==> config.mk <==
export PLATFORM = sky130hd
export DESIGN_NAME = fifo_write_arbiter
export DESIGN_NICKNAME = d
export VERILOG_FILES = /design/src/rtl/fifo_write_arbiter.sv
export SDC_FILE = /design/constraint.sdc
export NUM_CORES = 1
export LEC_CHECK = 0
export BUFFER_PORTS_ARGS = -buffer_cell sky130_fd_sc_hd__buf_2
export CORE_MARGIN = 1
export CORE_UTILIZATION = 40
export CTS_CLUSTER_DIAMETER = 80
export DETAILED_ROUTE_END_ITERATION = 8
export GPL_TIMING_DRIVEN = 0
export PLACE_DENSITY = 0.75
export REMOVE_ABC_BUFFERS = 1
export SLEW_MARGIN = 20
export SYNTH_ARGS = -nofsm -noshare
export SYNTH_HDL_FRONTEND = slang
export SYNTH_SLANG_ARGS = --single-unit
==> constraint.sdc <==
create_clock -name write_clk -period 1.8 [get_ports write_clk]
set_input_delay 0.36 -clock write_clk [delete_from_list [all_inputs] [get_ports write_clk]]
set_output_delay 0.36 -clock write_clk [all_outputs]
set_load 0.02 [all_outputs]
==> src/rtl/fifo_write_arbiter.sv <==
`default_nettype none
// ============================================================================
// Module      : fifo_write_arbiter
// Description : Round-robin, burst-holding arbiter that shares the write port
//               of an asynchronous FIFO among NUM_REQ producers.
// Revision    : 1.0 - initial release
// ============================================================================
module fifo_write_arbiter #(
    parameter int NUM_REQ    = 4,
    parameter int DATA_WIDTH = 8,
    parameter int MAX_BURST  = 4
) (
    input  logic                          write_clk,
    input  logic                          reset_n,
    input  logic [NUM_REQ-1:0]            req_valid,
    input  logic [NUM_REQ*DATA_WIDTH-1:0] req_data,
    output logic [NUM_REQ-1:0]            req_ready,
    input  logic                          full,
    output logic                          write_en,
    output logic [DATA_WIDTH-1:0]         write_data_out,
    output logic [NUM_REQ-1:0]            grant,
    output logic                          busy
);

    localparam int PTR_W  = $clog2(NUM_REQ);
    localparam int SCAN_W = PTR_W + 1;
    localparam int CNT_W  = (MAX_BURST > 1) ? $clog2(MAX_BURST) : 1;

    localparam logic [CNT_W-1:0] c_last_beat = CNT_W'(MAX_BURST - 1);
    localparam logic [PTR_W-1:0] c_last_req  = PTR_W'(NUM_REQ - 1);

    typedef enum logic [0:0] {
        IDLE  = 1'b0,
        BURST = 1'b1
    } state_t;

    state_t                r_state;
    state_t                w_state_nxt;
    logic [PTR_W-1:0]      r_rr_ptr;
    logic [PTR_W-1:0]      w_rr_ptr_nxt;
    logic [PTR_W-1:0]      r_owner;
    logic [PTR_W-1:0]      w_owner_nxt;
    logic [PTR_W-1:0]      w_owner_inc;
    logic [PTR_W-1:0]      w_pick;
    logic [SCAN_W-1:0]     w_scan;
    logic                  w_pick_found;
    logic [CNT_W-1:0]      r_beat_cnt;
    logic [CNT_W-1:0]      w_beat_cnt_nxt;
    logic [NUM_REQ-1:0]    r_grant;
    logic [NUM_REQ-1:0]    w_grant_nxt;
    logic                  w_active;
    logic                  w_owner_valid;
    logic [DATA_WIDTH-1:0] w_owner_data;
    logic                  w_burst_end;

    // First valid requester, scanning upward from the rotation pointer
    always_comb begin
        w_pick       = r_rr_ptr;
        w_pick_found = 1'b0;
        w_scan       = '0;
        for (int i = 0; i < NUM_REQ; i++) begin
            w_scan = {1'b0, r_rr_ptr} + SCAN_W'(i);
            if (w_scan >= SCAN_W'(NUM_REQ)) begin
                w_scan = w_scan - SCAN_W'(NUM_REQ);
            end
            if (!w_pick_found && req_valid[w_scan[PTR_W-1:0]]) begin
                w_pick       = w_scan[PTR_W-1:0];
                w_pick_found = 1'b1;
            end
        end
    end

    always_comb begin
        w_owner_valid = 1'b0;
        w_owner_data  = '0;
        for (int i = 0; i < NUM_REQ; i++) begin
            if (r_owner == PTR_W'(i)) begin
                w_owner_valid = req_valid[i];
                w_owner_data  = req_data[i*DATA_WIDTH +: DATA_WIDTH];
            end
        end
    end

    assign w_owner_inc = (r_owner == c_last_req) ? '0 : r_owner + PTR_W'(1);

    // Reset gates the handshake combinationally so nothing is written in reset
    assign w_active       = reset_n && (r_state == BURST);
    assign req_ready      = (w_active && !full) ? r_grant : '0;
    assign write_en       = w_active && w_owner_valid && !full;
    assign write_data_out = (r_state == BURST) ? w_owner_data : '0;
    assign grant          = r_grant;
    assign busy           = (r_state == BURST);

    always_comb begin
        w_state_nxt    = r_state;
        w_rr_ptr_nxt   = r_rr_ptr;
        w_owner_nxt    = r_owner;
        w_beat_cnt_nxt = r_beat_cnt;
        w_grant_nxt    = r_grant;
        w_burst_end    = 1'b0;
        case (r_state)
            IDLE: begin
                if (w_pick_found) begin
                    w_state_nxt    = BURST;
                    w_owner_nxt    = w_pick;
                    w_grant_nxt    = NUM_REQ'(1) << w_pick;
                    w_beat_cnt_nxt = '0;
                end
            end
            BURST: begin
                if (!w_owner_valid) begin
                    w_burst_end = 1'b1;
                end else if (!full) begin
                    if (r_beat_cnt == c_last_beat) begin
                        w_burst_end = 1'b1;
                    end else begin
                        w_beat_cnt_nxt = r_beat_cnt + CNT_W'(1);
                    end
                end
            end
            default: begin
                w_state_nxt = IDLE;
            end
        endcase
        if (w_burst_end) begin
            w_state_nxt    = IDLE;
            w_rr_ptr_nxt   = w_owner_inc;
            w_grant_nxt    = '0;
            w_beat_cnt_nxt = '0;
        end
    end

    always_ff @(posedge write_clk) begin
        if (!reset_n) begin
            r_state    <= IDLE;
            r_rr_ptr   <= '0;
            r_owner    <= '0;
            r_beat_cnt <= '0;
            r_grant    <= '0;
        end else begin
            r_state    <= w_state_nxt;
            r_rr_ptr   <= w_rr_ptr_nxt;
            r_owner    <= w_owner_nxt;
            r_beat_cnt <= w_beat_cnt_nxt;
            r_grant    <= w_grant_nxt;
        end
    end

    a_grant_onehot0: assert property (@(posedge write_clk) $onehot0(grant));
    a_no_write_full: assert property (@(posedge write_clk) write_en |-> !full);
    a_ready_onehot0: assert property (@(posedge write_clk) $onehot0(req_ready));
    a_we_handshake:  assert property (@(posedge write_clk) write_en == |(req_valid & req_ready));

endmodule
`default_nettype wire

==> flow_summary.yaml <==
layout:
  fin_nets: 250
  final_core_util_pct: 68.3
  seq_area_um2: 229
  diodes: 0
  final_cell_area_mm2: 0.00157
  fillerInstances: 194
  area_growth_pct: 54.1
  drive_above_1_share_pct: 46.3
  instances_no_fill: 233
  multiInputGateArea_um2: 841
placement:
  io_buffers: 56
  gp_congestion: 0.802
  placed_cell_area_mm2: 0.00129
  dp_hpwl_um: 2070
  dpl.cell_count: 219
  post-place-ws_ns: -0.477
critical_path:
  crit_path_start_kind: "flip-flop"
  timing.rr.end: "r_beat_cnt[0]"
  setup.worst_path.end: "write_data_out[3]"
  worst-r2r-cell-count: 8
  critPathKind: "flip-flop to output pin"
  crit_path_start: "r_owner[1]"
  worstPathRequired_ns: 1.44
  crit_arrival_ns: 1.80
  critPathMaxFanout: 7
  r2r_setup_slack_ns: -0.12
  r2r_start: "r_owner[1]"
  end_kind: "output pin"
power_and_ir_drop:
  leakage_nw: 0.696
  vdd.ir_drop.worst_v: 0.000434
  power_uw: 965
  power_density_mw_per_mm2: 615
yosys:
  synth_top_family_by_area: "simple AND/OR/NAND/NOR gates"
  avgSynthCellArea_um2: 7.17
  synth_area_mm2: 0.00102
  ys_warn_count: 0
  ys_ff_latch: 11
  synth_mux_area_share_pct: 3.44
  synthSimpleGateAreaFrac_pct: 38.2
  synth_compound_area_share_pct: 24.4
  ys_async_sr_fraction_pct: 0
  synth_top_area_share_pct: 21.6
  synth_ff_type: "dfxtp_1"
  netlist_top_cells_area: "dfxtp_1, a21oi_1, nand2_1"
  synth_top_area_cell: "dfxtp_1"
  synth_edf_count: 0
  synth_commonest_cells: "a21oi_1, nand2_1, dfxtp_1, nor2b_1"
  synth_most_common_cell: "a21oi_1"
  postSynthCellCount: 142
  synthAdderAreaFrac_pct: 6.14
  synth_xor_area_share_pct: 0
  seq_area_frac_synth_pct: 21.6
  ys_types: 32
route:
  wirelength_um: 3100
  wl_per_cell_um: 13.3
  avgViaCountPerCell: 5.49
  ant_nets: 0
  num_vias: 1279
  drc_errors: 0
  drt_first_pass_iters: 4
  first_iter_violations: 32
timing:
  grt_setup_unrepaired: "yes"
  tns_ns: -3.07
  clock_skew_ns: 0.00217
  finalCriticalPeriod_ns: 2.16
  finalWorstSetupSlack_ns: -0.357
  setup_viol: 12
  hold_violations: 0
  finalHoldWorstSlack_ns: 0.449
  slew_headroom_pct: 66.1
  tightest_slew_ns: 0.504
  max_clock_freq_mhz: 464
  fin_crit_sh_pct: 120
  drv_slew: 0
global_route:
  antenna_found_initial: 0
  grt_max_degree: 22
  grt_use_total_pct: 20.6
  grt_pass1_vias: 1104
  overflow: 0
  grt_pass1_wl_um: 4350
die:
  dieArea_mm2: 0.00275
  die_w_um: 52.5
  initial_core_util_pct: 44.3
  row_count: 17
  dieHeight_um: 52.5
  pin_count: 57
  core_region_area_mm2: 0.00230
clocking:
  ctsRootBufferMaster: "clkbuf_4"
  tritoncts: "done"
  cts_num_sinks: 11
  cts_buffers: 3
  path_clk_slew_ns: 0.06
  hold_buffers: 0
  cts_buffer_depth: 2
  clk-insertion-delay-late_ns: 0.26
  htreeDepth: 1
min_path:
  hold_path_class: "primary input to flip-flop"
job:
  maxCapViolCount: 0
outcome:
  violations: "setup timing"
  status: "complete, but fails checks"
## worst max-delay path: stages (launching register included)
cell and delay [ns]:
dfxtp_4 0.40, inv_4 0.06, ha_4 0.18, buf_8 0.13, nand3b_1 0.15, a21oi_1 0.14, a21oi_1 0.07, o21ai_1 0.12
and2_1 0.17, buf_6 0.13
## cell usage in the layout (no fill, tap or decap), drive strengths merged
master and count:
buf 65, nand2 20, nand3b 8, o211a 1, clkbuf 5, mux2 1
a221o 1, a221oi 4, nor2 11, a211oi 1, and2 9, nor4 3
or3 1, o21ai 7, dfxtp 11, o31ai 1, a211o 1, inv 5
nand3 1, or2 3, o41ai 1, nor2b 10, ha 5, nor3 5
mux2i 2, a21oi 23
## power by group
group          total (mW)  internal [mW]  switching [mW]
clock network       0.160         0.0855          0.0746
registers           0.292          0.264          0.0282
logic               0.512          0.251           0.261
## logic make-up (layout without fill, tap and decap cells)
logic type,count (synthesis),in the layout
flip-flops,11,11
AND/OR/NAND/NOR,71,71
multiplexers,3,3
buffers and inverters,12,75
AO/OA/AOI/OAI,40,40
adder cells (fa/ha/maj),5,5
## how the worst min path moves through the flow
stage | startpoint | endpoint | cells past startpoint
floorplan | r_beat_cnt[1] | r_beat_cnt[1] | 2
global placement | grant[3] | grant[3] | 2
detailed placement | grant[2] | grant[2] | 2
CTS | reset_n | r_rr_ptr[1] | 3
global route | reset_n | r_rr_ptr[1] | 3
finish | reset_n | r_rr_ptr[1] | 3
## cell type report
| type | instances | area share, % |
|---|---|---|
| clock buffer | 4 | 1.67 |
| inverter | 5 | 1.36 |
| multi-input combinational | 119 | 53.6 |
| sequential | 11 | 14.6 |
| tap | 28 | 2.23 |
| timing repair buffer | 66 | 26.6 |
## timing repair
item / 4_1_cts / 5_1_grt
setup endpoints to repair: 22 / 16
gates resized for setup: 29 / 16
setup buffers: 6 / 3
cloned: 0 / 1
pin swaps: 10 / 11
## sequential cells by signal (all words and copies together), names as in the netlist
signal,flops
r_beat_cnt,2
busy,1
r_rr_ptr,2
grant,4
r_owner,2
## layer usage
layer	global-route usage, %	wire length [µm]
met5	0	0
met4	5.26	10
met3	3.19	261
met2	39.2	1520
met1	23.3	1310
Power figures use the tool's default switching activity.
